### config.mk
export PLATFORM = sky130hd
export DESIGN_NAME = ps2_ascii_fifo_decoder_flat
export DESIGN_NICKNAME = d
export VERILOG_FILES = /design/src/rtl/ps2_ascii_fifo_decoder_if.sv /design/src/rtl/ps2_ascii_fifo_decoder.sv /design/src/flat_wrapper.sv
export SDC_FILE = /design/constraint.sdc
export NUM_CORES = 1
export LEC_CHECK = 0
export BUFFER_PORTS_ARGS = -buffer_cell sky130_fd_sc_hd__buf_2
export CORE_MARGIN = 2
export CORE_UTILIZATION = 25
export CTS_CLUSTER_DIAMETER = 100
export DETAILED_ROUTE_END_ITERATION = 7
export PLACE_DENSITY = 0.39
export SKIP_CTS_REPAIR_TIMING = 1
export SLEW_MARGIN = 5
export SYNTH_ARGS = -nofsm -noshare
export SYNTH_HDL_FRONTEND = slang
export SYNTH_SLANG_ARGS = --single-unit
### constraint.sdc
create_clock -name clk -period 11.3 [get_ports clk]
set_clock_uncertainty 0.15 [all_clocks]
set_input_delay 0 -clock clk [delete_from_list [all_inputs] [get_ports clk]]
set_output_delay 0 -clock clk [all_outputs]
set_load 0.05 [all_outputs]
### src/rtl/ps2_ascii_fifo_decoder_if.sv
// rtl/ps2_ascii_fifo_decoder_if.sv - byte-in / word-out bundle for the PS/2 ASCII decoder (width of mods follows PS2_RELEASE_EVENT_EN)
interface ps2_ascii_fifo_decoder_if #(
    parameter int FIFO_DEPTH = 8,
    parameter int LVL_W      = $clog2(FIFO_DEPTH) + 1
);
`ifdef PS2_RELEASE_EVENT_EN
    localparam int MODS_W = 4;
`else
    localparam int MODS_W = 3;
`endif

    logic              code_valid;
    logic [7:0]        code;
    logic              out_valid;
    logic              out_ready;
    logic [6:0]        out_ascii;
    logic [MODS_W-1:0] out_mods;
    logic [LVL_W-1:0]  level;
    logic              overflow;
    logic              ovf_clr;
    logic              caps_lock;

    // Receiver/consumer side
    modport master (
        output code_valid, code, out_ready, ovf_clr,
        input  out_valid, out_ascii, out_mods, level, overflow, caps_lock
    );

    // Decoder side
    modport slave (
        input  code_valid, code, out_ready, ovf_clr,
        output out_valid, out_ascii, out_mods, level, overflow, caps_lock
    );
endinterface

### src/rtl/ps2_ascii_fifo_decoder.sv
// rtl/ps2_ascii_fifo_decoder.sv - PS/2 set-2 to ASCII translator with output FIFO; PS2_RELEASE_EVENT_EN adds release words
module ps2_ascii_fifo_decoder #(
    parameter int FIFO_DEPTH = 8
) (
    input  logic                    clk,
    input  logic                    rst,
    ps2_ascii_fifo_decoder_if.slave bus
);
    localparam int LVL_W = $clog2(FIFO_DEPTH) + 1;
    localparam int PTR_W = $clog2(FIFO_DEPTH);
`ifdef PS2_RELEASE_EVENT_EN
    localparam int  MODS_W  = 4;
    localparam bit  REL_EN  = 1'b1;
`else
    localparam int  MODS_W  = 3;
    localparam bit  REL_EN  = 1'b0;
`endif
    localparam int WORD_W = 7 + MODS_W;

    // Lowercase letter lookup: {hit, ascii}
    function automatic logic [7:0] letter_lc(input logic [7:0] c);
        logic [7:0] r;
        r = 8'h00;
        case (c)
            8'h1C: r = {1'b1, 7'h61};
            8'h32: r = {1'b1, 7'h62};
            8'h21: r = {1'b1, 7'h63};
            8'h23: r = {1'b1, 7'h64};
            8'h24: r = {1'b1, 7'h65};
            8'h2B: r = {1'b1, 7'h66};
            8'h34: r = {1'b1, 7'h67};
            8'h33: r = {1'b1, 7'h68};
            8'h43: r = {1'b1, 7'h69};
            8'h3B: r = {1'b1, 7'h6A};
            8'h42: r = {1'b1, 7'h6B};
            8'h4B: r = {1'b1, 7'h6C};
            8'h3A: r = {1'b1, 7'h6D};
            8'h31: r = {1'b1, 7'h6E};
            8'h44: r = {1'b1, 7'h6F};
            8'h4D: r = {1'b1, 7'h70};
            8'h15: r = {1'b1, 7'h71};
            8'h2D: r = {1'b1, 7'h72};
            8'h1B: r = {1'b1, 7'h73};
            8'h2C: r = {1'b1, 7'h74};
            8'h3C: r = {1'b1, 7'h75};
            8'h2A: r = {1'b1, 7'h76};
            8'h1D: r = {1'b1, 7'h77};
            8'h22: r = {1'b1, 7'h78};
            8'h35: r = {1'b1, 7'h79};
            8'h1A: r = {1'b1, 7'h7A};
            default: r = 8'h00;
        endcase
        return r;
    endfunction

    // Digits, US punctuation and fixed control keys: {hit, ascii}
    function automatic logic [7:0] sym_char(input logic [7:0] c, input logic sh);
        logic [7:0] r;
        r = 8'h00;
        case (c)
            8'h16: r = {1'b1, sh ? 7'h21 : 7'h31};
            8'h1E: r = {1'b1, sh ? 7'h40 : 7'h32};
            8'h26: r = {1'b1, sh ? 7'h23 : 7'h33};
            8'h25: r = {1'b1, sh ? 7'h24 : 7'h34};
            8'h2E: r = {1'b1, sh ? 7'h25 : 7'h35};
            8'h36: r = {1'b1, sh ? 7'h5E : 7'h36};
            8'h3D: r = {1'b1, sh ? 7'h26 : 7'h37};
            8'h3E: r = {1'b1, sh ? 7'h2A : 7'h38};
            8'h46: r = {1'b1, sh ? 7'h28 : 7'h39};
            8'h45: r = {1'b1, sh ? 7'h29 : 7'h30};
            8'h4E: r = {1'b1, sh ? 7'h5F : 7'h2D};
            8'h55: r = {1'b1, sh ? 7'h2B : 7'h3D};
            8'h54: r = {1'b1, sh ? 7'h7B : 7'h5B};
            8'h5B: r = {1'b1, sh ? 7'h7D : 7'h5D};
            8'h5D: r = {1'b1, sh ? 7'h7C : 7'h5C};
            8'h4C: r = {1'b1, sh ? 7'h3A : 7'h3B};
            8'h52: r = {1'b1, sh ? 7'h22 : 7'h27};
            8'h41: r = {1'b1, sh ? 7'h3C : 7'h2C};
            8'h49: r = {1'b1, sh ? 7'h3E : 7'h2E};
            8'h4A: r = {1'b1, sh ? 7'h3F : 7'h2F};
            8'h0E: r = {1'b1, sh ? 7'h7E : 7'h60};
            8'h29: r = {1'b1, 7'h20};
            8'h66: r = {1'b1, 7'h08};
            8'h0D: r = {1'b1, 7'h09};
            8'h5A: r = {1'b1, 7'h0D};
            8'h76: r = {1'b1, 7'h1B};
            default: r = 8'h00;
        endcase
        return r;
    endfunction

    logic             e0, brk;
    logic [2:0]       skip_cnt;
    logic             shift_l, shift_r, ctrl_l, ctrl_r;
    logic             caps_lock_r, caps_held;

    logic [WORD_W-1:0] mem [FIFO_DEPTH];
    logic [PTR_W-1:0]  wr_ptr, rd_ptr;
    logic [LVL_W-1:0]  count;
    logic              overflow_r;

    logic       shift, ctrl;
    logic       accept, is_prefix, is_mod, final_byte;
    logic [7:0] lt, sy;
    logic       xl_hit;
    logic [6:0] xl_ascii;
    logic       push_req, push_ok, pop, full, ovf_evt;
    logic [WORD_W-1:0] push_word;

    assign shift = shift_l | shift_r;
    assign ctrl  = ctrl_l | ctrl_r;

    // Classify the incoming byte and translate it using the pre-update modifier state
    always_comb begin
        accept     = bus.code_valid && (skip_cnt == 3'd0);
        is_prefix  = (bus.code == 8'hE0) || (bus.code == 8'hF0) || (bus.code == 8'hE1);
        is_mod     = (bus.code == 8'h12) || (bus.code == 8'h59) ||
                     (bus.code == 8'h14) || (bus.code == 8'h58);
        final_byte = accept && !is_prefix;
        lt         = letter_lc(bus.code);
        sy         = sym_char(bus.code, shift);
        xl_hit     = 1'b0;
        xl_ascii   = 7'h00;
        if (e0) begin
            if (bus.code == 8'h71 && !ctrl) begin
                xl_hit   = 1'b1;
                xl_ascii = 7'h7F;
            end
        end else if (lt[7]) begin
            xl_hit = 1'b1;
            if (ctrl)
                xl_ascii = lt[6:0] & 7'h1F;
            else if (shift ^ caps_lock_r)
                xl_ascii = lt[6:0] & 7'h5F;
            else
                xl_ascii = lt[6:0];
        end else if (sy[7] && !ctrl) begin
            xl_hit   = 1'b1;
            xl_ascii = sy[6:0];
        end
        push_req = final_byte && !is_mod && xl_hit && (!brk || REL_EN);
`ifdef PS2_RELEASE_EVENT_EN
        push_word = {brk, ctrl, shift, caps_lock_r, xl_ascii};
`else
        push_word = {ctrl, shift, caps_lock_r, xl_ascii};
`endif
    end

    assign full    = (count == LVL_W'(FIFO_DEPTH));
    assign pop     = (count != '0) && bus.out_ready;
    assign push_ok = push_req && (!full || pop);
    assign ovf_evt = push_req && full && !pop;

    // Prefix tracking, Pause skipping and modifier/Caps Lock state
    always_ff @(posedge clk) begin
        if (rst) begin
            e0          <= 1'b0;
            brk         <= 1'b0;
            skip_cnt    <= 3'd0;
            shift_l     <= 1'b0;
            shift_r     <= 1'b0;
            ctrl_l      <= 1'b0;
            ctrl_r      <= 1'b0;
            caps_lock_r <= 1'b0;
            caps_held   <= 1'b0;
        end else if (bus.code_valid) begin
            if (skip_cnt != 3'd0) begin
                skip_cnt <= skip_cnt - 3'd1;
            end else if (bus.code == 8'hE1) begin
                skip_cnt <= 3'd7;
                e0       <= 1'b0;
                brk      <= 1'b0;
            end else if (bus.code == 8'hE0) begin
                e0 <= 1'b1;
            end else if (bus.code == 8'hF0) begin
                brk <= 1'b1;
            end else begin
                case (bus.code)
                    8'h12: shift_l <= !brk;
                    8'h59: shift_r <= !brk;
                    8'h14: begin
                        if (e0) ctrl_r <= !brk;
                        else    ctrl_l <= !brk;
                    end
                    8'h58: begin
                        if (brk) begin
                            caps_held <= 1'b0;
                        end else if (!caps_held) begin
                            caps_lock_r <= !caps_lock_r;
                            caps_held   <= 1'b1;
                        end
                    end
                    default: ;
                endcase
                e0  <= 1'b0;
                brk <= 1'b0;
            end
        end
    end

    // FIFO pointers, occupancy and sticky overflow (set beats clear)
    always_ff @(posedge clk) begin
        if (rst) begin
            wr_ptr     <= '0;
            rd_ptr     <= '0;
            count      <= '0;
            overflow_r <= 1'b0;
        end else begin
            if (push_ok) wr_ptr <= wr_ptr + 1'b1;
            if (pop)     rd_ptr <= rd_ptr + 1'b1;
            case ({push_ok, pop})
                2'b10:   count <= count + 1'b1;
                2'b01:   count <= count - 1'b1;
                default: ;
            endcase
            if (ovf_evt)          overflow_r <= 1'b1;
            else if (bus.ovf_clr) overflow_r <= 1'b0;
        end
    end

    // FIFO storage; stale entries are masked by the occupancy count
    always_ff @(posedge clk) begin
        if (push_ok) mem[wr_ptr] <= push_word;
    end

    assign bus.out_valid = (count != '0);
    assign bus.out_ascii = bus.out_valid ? mem[rd_ptr][6:0] : 7'h00;
    assign bus.out_mods  = bus.out_valid ? mem[rd_ptr][WORD_W-1:7] : '0;
    assign bus.level     = count;
    assign bus.overflow  = overflow_r;
    assign bus.caps_lock = caps_lock_r;
endmodule
### src/flat_wrapper.sv
// flat-port wrapper written by rule: the top's interface ports become plain ports
module ps2_ascii_fifo_decoder_flat 
#(
    parameter int FIFO_DEPTH = 8
)
  (clk, rst, bus_code_valid, bus_code, bus_out_ready, bus_ovf_clr, bus_out_valid, bus_out_ascii, bus_out_mods, bus_level, bus_overflow, bus_caps_lock);
  ps2_ascii_fifo_decoder_if #(.FIFO_DEPTH(FIFO_DEPTH)) bus_i ();
  input  logic clk;
  input  logic rst;
  input wire logic [$bits(bus_i.code_valid)-1:0] bus_code_valid;
  input wire logic [$bits(bus_i.code)-1:0] bus_code;
  input wire logic [$bits(bus_i.out_ready)-1:0] bus_out_ready;
  input wire logic [$bits(bus_i.ovf_clr)-1:0] bus_ovf_clr;
  output wire logic [$bits(bus_i.out_valid)-1:0] bus_out_valid;
  output wire logic [$bits(bus_i.out_ascii)-1:0] bus_out_ascii;
  output wire logic [$bits(bus_i.out_mods)-1:0] bus_out_mods;
  output wire logic [$bits(bus_i.level)-1:0] bus_level;
  output wire logic [$bits(bus_i.overflow)-1:0] bus_overflow;
  output wire logic [$bits(bus_i.caps_lock)-1:0] bus_caps_lock;
  assign bus_i.code_valid = bus_code_valid;
  assign bus_i.code = bus_code;
  assign bus_i.out_ready = bus_out_ready;
  assign bus_i.ovf_clr = bus_ovf_clr;
  assign bus_out_valid = bus_i.out_valid;
  assign bus_out_ascii = bus_i.out_ascii;
  assign bus_out_mods = bus_i.out_mods;
  assign bus_level = bus_i.level;
  assign bus_overflow = bus_i.overflow;
  assign bus_caps_lock = bus_i.caps_lock;
  ps2_ascii_fifo_decoder #(.FIFO_DEPTH(FIFO_DEPTH)) u_core (.clk(clk), .rst(rst), .bus(bus_i));
endmodule
Word level (Yosys, flattened, before mapping)
Memories as Yosys holds them, arrays and structs flattened. A register that Yosys moved wholly into a read port is not among the register bits.
Cells that the tools add are included.
Word-level totals
  register bits: 22
  RAM bits: 80
  bits in read-only memories: 1024
  output and inout port bits: 17
  memories: 2
Operators by class
  add/subtract/negate cells: 5
  eq/ne operators: 39
  multiplexer cells: 51
  bitwise gates (word level): 10
  reductions and logical operators: 39
Memories
  (no name shown): words 128, width 8, rd ports 1, clocked after Yosys merged registers in 0, wr ports 0, line ps2_ascii_fifo_decoder.sv:24  | case (c)
  u_core.mem: words 8, width 10, rd ports 1, clocked after Yosys merged registers in 1, wr ports 1, line ps2_ascii_fifo_decoder.sv:97  | logic [WORD_W-1:0] mem [FIFO_DEPTH];
Operators with widths (number)
  8-bit case mux with 26 select lines: 1
  8-bit by 7-bit equality test with 1-bit output (second input constant): 18
  5-bit two-way mux: 13
  7-bit two-way mux: 9
  8-bit by 6-bit equality test with 1-bit output (second input constant): 7
  8-bit by 5-bit equality test with 1-bit output (second input constant): 4
  8-bit equality test (second input constant): 3
  6-bit two-way mux: 4
  3-bit two-way mux: 6
  6-bit AND reduction: 3
  8-bit by 4-bit equality test with 1-bit output (second input constant): 2
  1-bit two-way mux: 16
  7-bit AND reduction: 2
  1-bit logical AND: 11
  8-bit two-way mux: 1
  4-bit case mux with 2 select lines: 1
  8-bit AND reduction: 1
  1-bit logical NOT: 7
  1-bit inverter: 7
  3-bit by 1-bit adder with 3-bit output (second input constant): 2
  1-bit logical OR: 6
  3-bit AND reduction: 2
  2-bit nonzero test: 3
  4-bit by 1-bit adder with 4-bit output (second input constant): 1
  13 further kinds: 14

Depth between registers and ports, before layout
  depth after elaboration: 12
  depth in mapped cells: 16
  depth with buffers taken out: 14

Least setup slack after synthesis
OpenSTA, ideal clock, no wires.
  kind: in2reg
  start: input bus_code[1]
  end: memory u_core.mem[4][0] in the netlist's numbering (enable)
  library setup time: 408 ps
  data arrival time: 3211 ps
  data required time: 10742 ps
  slack: 7531 ps
  stages on the path: 11
  buffers on the path: 1
  cell sequence: inv_1 ha_1 or3b_4 or4_4 buf_6 nand2_2 nor2_1 a211o_4 nand2_1 nand2b_1 nor4b_1
On the way
  word-level cells in the longest chain between the ends: 11
  elaborated cells on any way between the ends: 57
  those cells by class: 34 x eq/ne; 8 x mux; 14 x reduce/logical; 1 x memory
Ends and longest elaborated chain
  start, declared: line flat_wrapper.sv:11  | input wire logic [$bits(bus_i.code)-1:0] bus_code;
  branches (longest 6 deep; another with memory 128 x 8 bit)
  1-bit logical AND * (2 in series): line ps2_ascii_fifo_decoder.sv:141  | push_req = final_byte && !is_mod && xl_hit && (!brk || REL_EN);
  1-bit logical AND *: line ps2_ascii_fifo_decoder.sv:151  | assign push_ok = push_req && (!full || pop);
  1-bit two-way mux *: line ps2_ascii_fifo_decoder.sv:223  | if (push_ok) mem[wr_ptr] <= push_word;
  1-bit two-way mux (implied by the code) *: line ps2_ascii_fifo_decoder.sv:223
  end, declared: line ps2_ascii_fifo_decoder.sv:97
Every way passes the cells marked *.

Worst setup path after layout
  start: input bus_code[1]
  end: memory u_core.mem[7][4] in the netlist's numbering (enable)
The elaborated chain is that of the path after synthesis.

==> impl_metrics.csv <==
group,metric,value,unit
outcome,run_status,"finished clean",
grt,grt_first_pass_wirelength,25.0,mm
worst_setup_path,timing.critical_path.mode_cell,"sky130_fd_sc_hd__a211o_1",
floorplanning,row_count,55,
cts,clock_tree.buffer_depth,2,
worst_setup_path,crit_path_max_fanout,15,
routing,drt_first_iter_violations,360,
final_layout,areaGrowthSynthToFinish,13.6,%
final_layout,insertedDiodeCount,0,
worst_setup_path,start_kind,"input pin",
grt,grt_overflow,0,
timing,maxSlewViolCount,0,
floorplanning,die_y,157,um
synth,yosysWarnings,0,
timing,clock.fmax,0.255,GHz
synth,post_synth_instance_area,0.00584,sq mm
grt,grt_start_max_net_pins,48,
floorplanning,ios,30,
worst_setup_path,worst_path_buf_inv,2,
synth,share_of_flip_flops_with_an_asynchronous_set_or_reset,0,
synth,syn_area_per_cell,11.0,sq um
final_layout,sequential_cell_area,0.00290,sq mm
synth,unique_masters_post_synth,80,
final_layout,final_common_cell,"sky130_fd_sc_hd__edfxtp_1",
cts,clock_tree.htree_level_count,3,
routing,routed_via_density,5.01,
final_layout,layout-drive-gt1-share,0.179,
worst_setup_path,required,11.12,ns
floorplanning,floorplan.die_area,0.0246,sq mm
run,drv.max_cap_violation_count,0,
cts,clk_latency,0.35,ns
place,place.detailed.instances,843,
worst_setup_path,end_kind,"flip-flop",
floorplanning,die_width,157,um
timing,tightestPinTransition,1.11,ns
synth,yosys_most_used_dff,"sky130_fd_sc_hd__edfxtp_1",
timing,finalCriticalPeriod,3.92,ns
grt,antenna_found_initial,0,
power_and_ir_drop,power_density_cells,165,mW/mm^2
synth,ys_seq_area_frac,0.497,
synth,synth-edff-count,80,
grt,grt_usage,0.133,
place,port_buffer_cells,29,
worst_hold_path,timing.hold.worst.class,"in2reg",
final_layout,multi_input_comb_area,0.00275,sq mm
cts,clock-sinks,105,
place,place.detailed.hpwl,11.2,mm
worst_setup_path,critical_path_s_slowest_cell,"sky130_fd_sc_hd__nor2_1",
routing,detail-route-antenna-nets,0,
timing,finalHoldViolCount,0,
worst_setup_path,worst_path_largest_cell_delay,0.78,ns
cts,cts_tree,"built",
final_layout,nFillCells,2376,
floorplanning,start_util,0.256,
routing,route.final.wire_length,15.9,mm
routing,drt_first_pass_iters,5,
worst_setup_path,critPathArrivalTime,3.74,ns
timing,rsz0062_at_grt,"no",
timing,setup_viol_count_final,0,
worst_setup_path,crit_path_cell_trace,"buf_2 -> inv_1 -> ha_1 -> or3b_4 -> nor3_1 -> a211o_1 -> or4_1 -> a211o_1 -> a21oi_2 -> nand2_1 -> nor2_1",
timing,finalSetupTns,0,ns
worst_setup_path,cp_top_family,"simple AND/OR/NAND/NOR gates",
routing,route.detailed.drc,0,
final_layout,layout_common_cells,"sky130_fd_sc_hd__edfxtp_1 (80), sky130_fd_sc_hd__nor2_1 (54), sky130_fd_sc_hd__nand2_1 (43), sky130_fd_sc_hd__o21ai_0 (33), sky130_fd_sc_hd__a21oi_1 (31)",
power_and_ir_drop,power.leakage,2.27,nW
synth,syn_nets,556,
timing,timing.slew.headroom,0.252,
power_and_ir_drop,ir_drop,74.5,uV
synth,synth_cells,529,
final_layout,finalNetCount,571,
final_layout,instances_no_fill,862,
cts,tritoncts.num_buffers,9,
worst_setup_path,critPathKind,"in2reg",
grt,grt_pass1_vias,4279,
cts,cts_root_buf,"sky130_fd_sc_hd__clkbuf_16",
floorplanning,fp.coreArea,0.0228,sq mm
cts,clk_transition_reported_paths,0.08,ns
place,place_congestion,0.916,
routing,routed_wire_length_per_instance,18.4,um
synth,flip_flop_and_latch_count_after_synthesis,105,
routing,routed_via_count,4316,
timing,final.period_utilization,0.347,
-- through the flow --
step           area [sq um]  worst slack (ns)  power (W)  hold slack (ns)  utilization
6_report               6640              7.38    0.00109           0.0166        0.291
5_1_grt                6640              7.15    0.00115           0.0813        0.291
4_1_cts                6610              7.35    0.00111           -0.247        0.290
3_5_place_dp           6330              6.98   0.000812            0.130        0.278
3_3_place_gp           6330              7.14   0.000809            0.130        0.278
2_1_floorplan          5840              7.53   0.000718          -0.0720            -
-- worst min-delay path, cell delays in order --
cell                      delay [ns]
sky130_fd_sc_hd__buf_2          0.16
sky130_fd_sc_hd__nand4_1        0.15
sky130_fd_sc_hd__nor2_1         0.06
sky130_fd_sc_hd__nand2_1        0.05
sky130_fd_sc_hd__a21oi_1        0.05
-- path summary, 6_finish.rpt --
check                      from                 end  depth (start not counted)  slack (ns)
max                 bus_code[1]    u_core.mem[7][4]                         11        7.38
min                 bus_code[6]           u_core.e0                          5        0.02
max reg2reg  u_core.skip_cnt[0]    u_core.mem[7][4]                          9        7.51
min reg2reg  u_core.skip_cnt[2]  u_core.skip_cnt[2]                          1        0.34
-- power breakdown --
group | internal (W) | switching [W]
registers | 0.000429 | 0.0000159
logic | 0.000119 | 0.000234
clock network | 0.000151 | 0.000144
total | 0.000700 | 0.000394
-- synthesized netlist by cell type (13+ instances only) --
| library cell | number | area share |
|---|---|---|
| sky130_fd_sc_hd__nand3_1 | 16 | 0.014 |
| sky130_fd_sc_hd__mux2i_1 | 16 | 0.027 |
| sky130_fd_sc_hd__a21oi_1 | 31 | 0.027 |
| sky130_fd_sc_hd__nor2_1 | 54 | 0.035 |
| sky130_fd_sc_hd__ha_1 | 13 | 0.028 |
| sky130_fd_sc_hd__inv_1 | 15 | 0.0096 |
| sky130_fd_sc_hd__o21ai_0 | 33 | 0.028 |
| sky130_fd_sc_hd__dfxtp_1 | 25 | 0.086 |
| sky130_fd_sc_hd__mux4_2 | 21 | 0.081 |
| sky130_fd_sc_hd__edfxtp_1 | 80 | 0.41 |
| sky130_fd_sc_hd__nand2_1 | 43 | 0.028 |
| sky130_fd_sc_hd__nor3_1 | 14 | 0.012 |
| sky130_fd_sc_hd__clkbuf_1 | 23 | 0.015 |
-- layout make-up --
cell class | count | share of cell area
sequential | 105 | 0.437
timing repair buffer | 42 | 0.0377
clock buffer | 9 | 0.0339
multi-input combinational | 370 | 0.415
tap | 313 | 0.0590
inverter | 16 | 0.00905
clock inverter | 7 | 0.00811
-- layer usage --
layer  vias to the layer above  GRT usage  wire length (um)
li1                       2036          -                 -
met1                      2129      0.179              7290
met2                       124      0.218              7630
met3                        27     0.0246               654
met4                         0     0.0380               302
met5                         -          0                 0
-- flip-flops by register name, indices dropped and copies added, names as in the netlist, 3 cells and up, named ones only --
register and cells:
u_core.rd_ptr 3, u_core.skip_cnt 3, u_core.bus.level 4, u_core.wr_ptr 3
u_core.mem 80
-- cell families after synthesis --
kind of cell | synth area share
AO/OA/AOI/OAI | 0.137
multiplexers | 0.112
flip-flops | 0.497
buffers and inverters | 0.0396
XOR/XNOR | 0.0105
AND/OR/NAND/NOR | 0.172
adder cells (fa/ha/maj) | 0.0313
No activity file was read; power rests on OpenSTA's default activity.
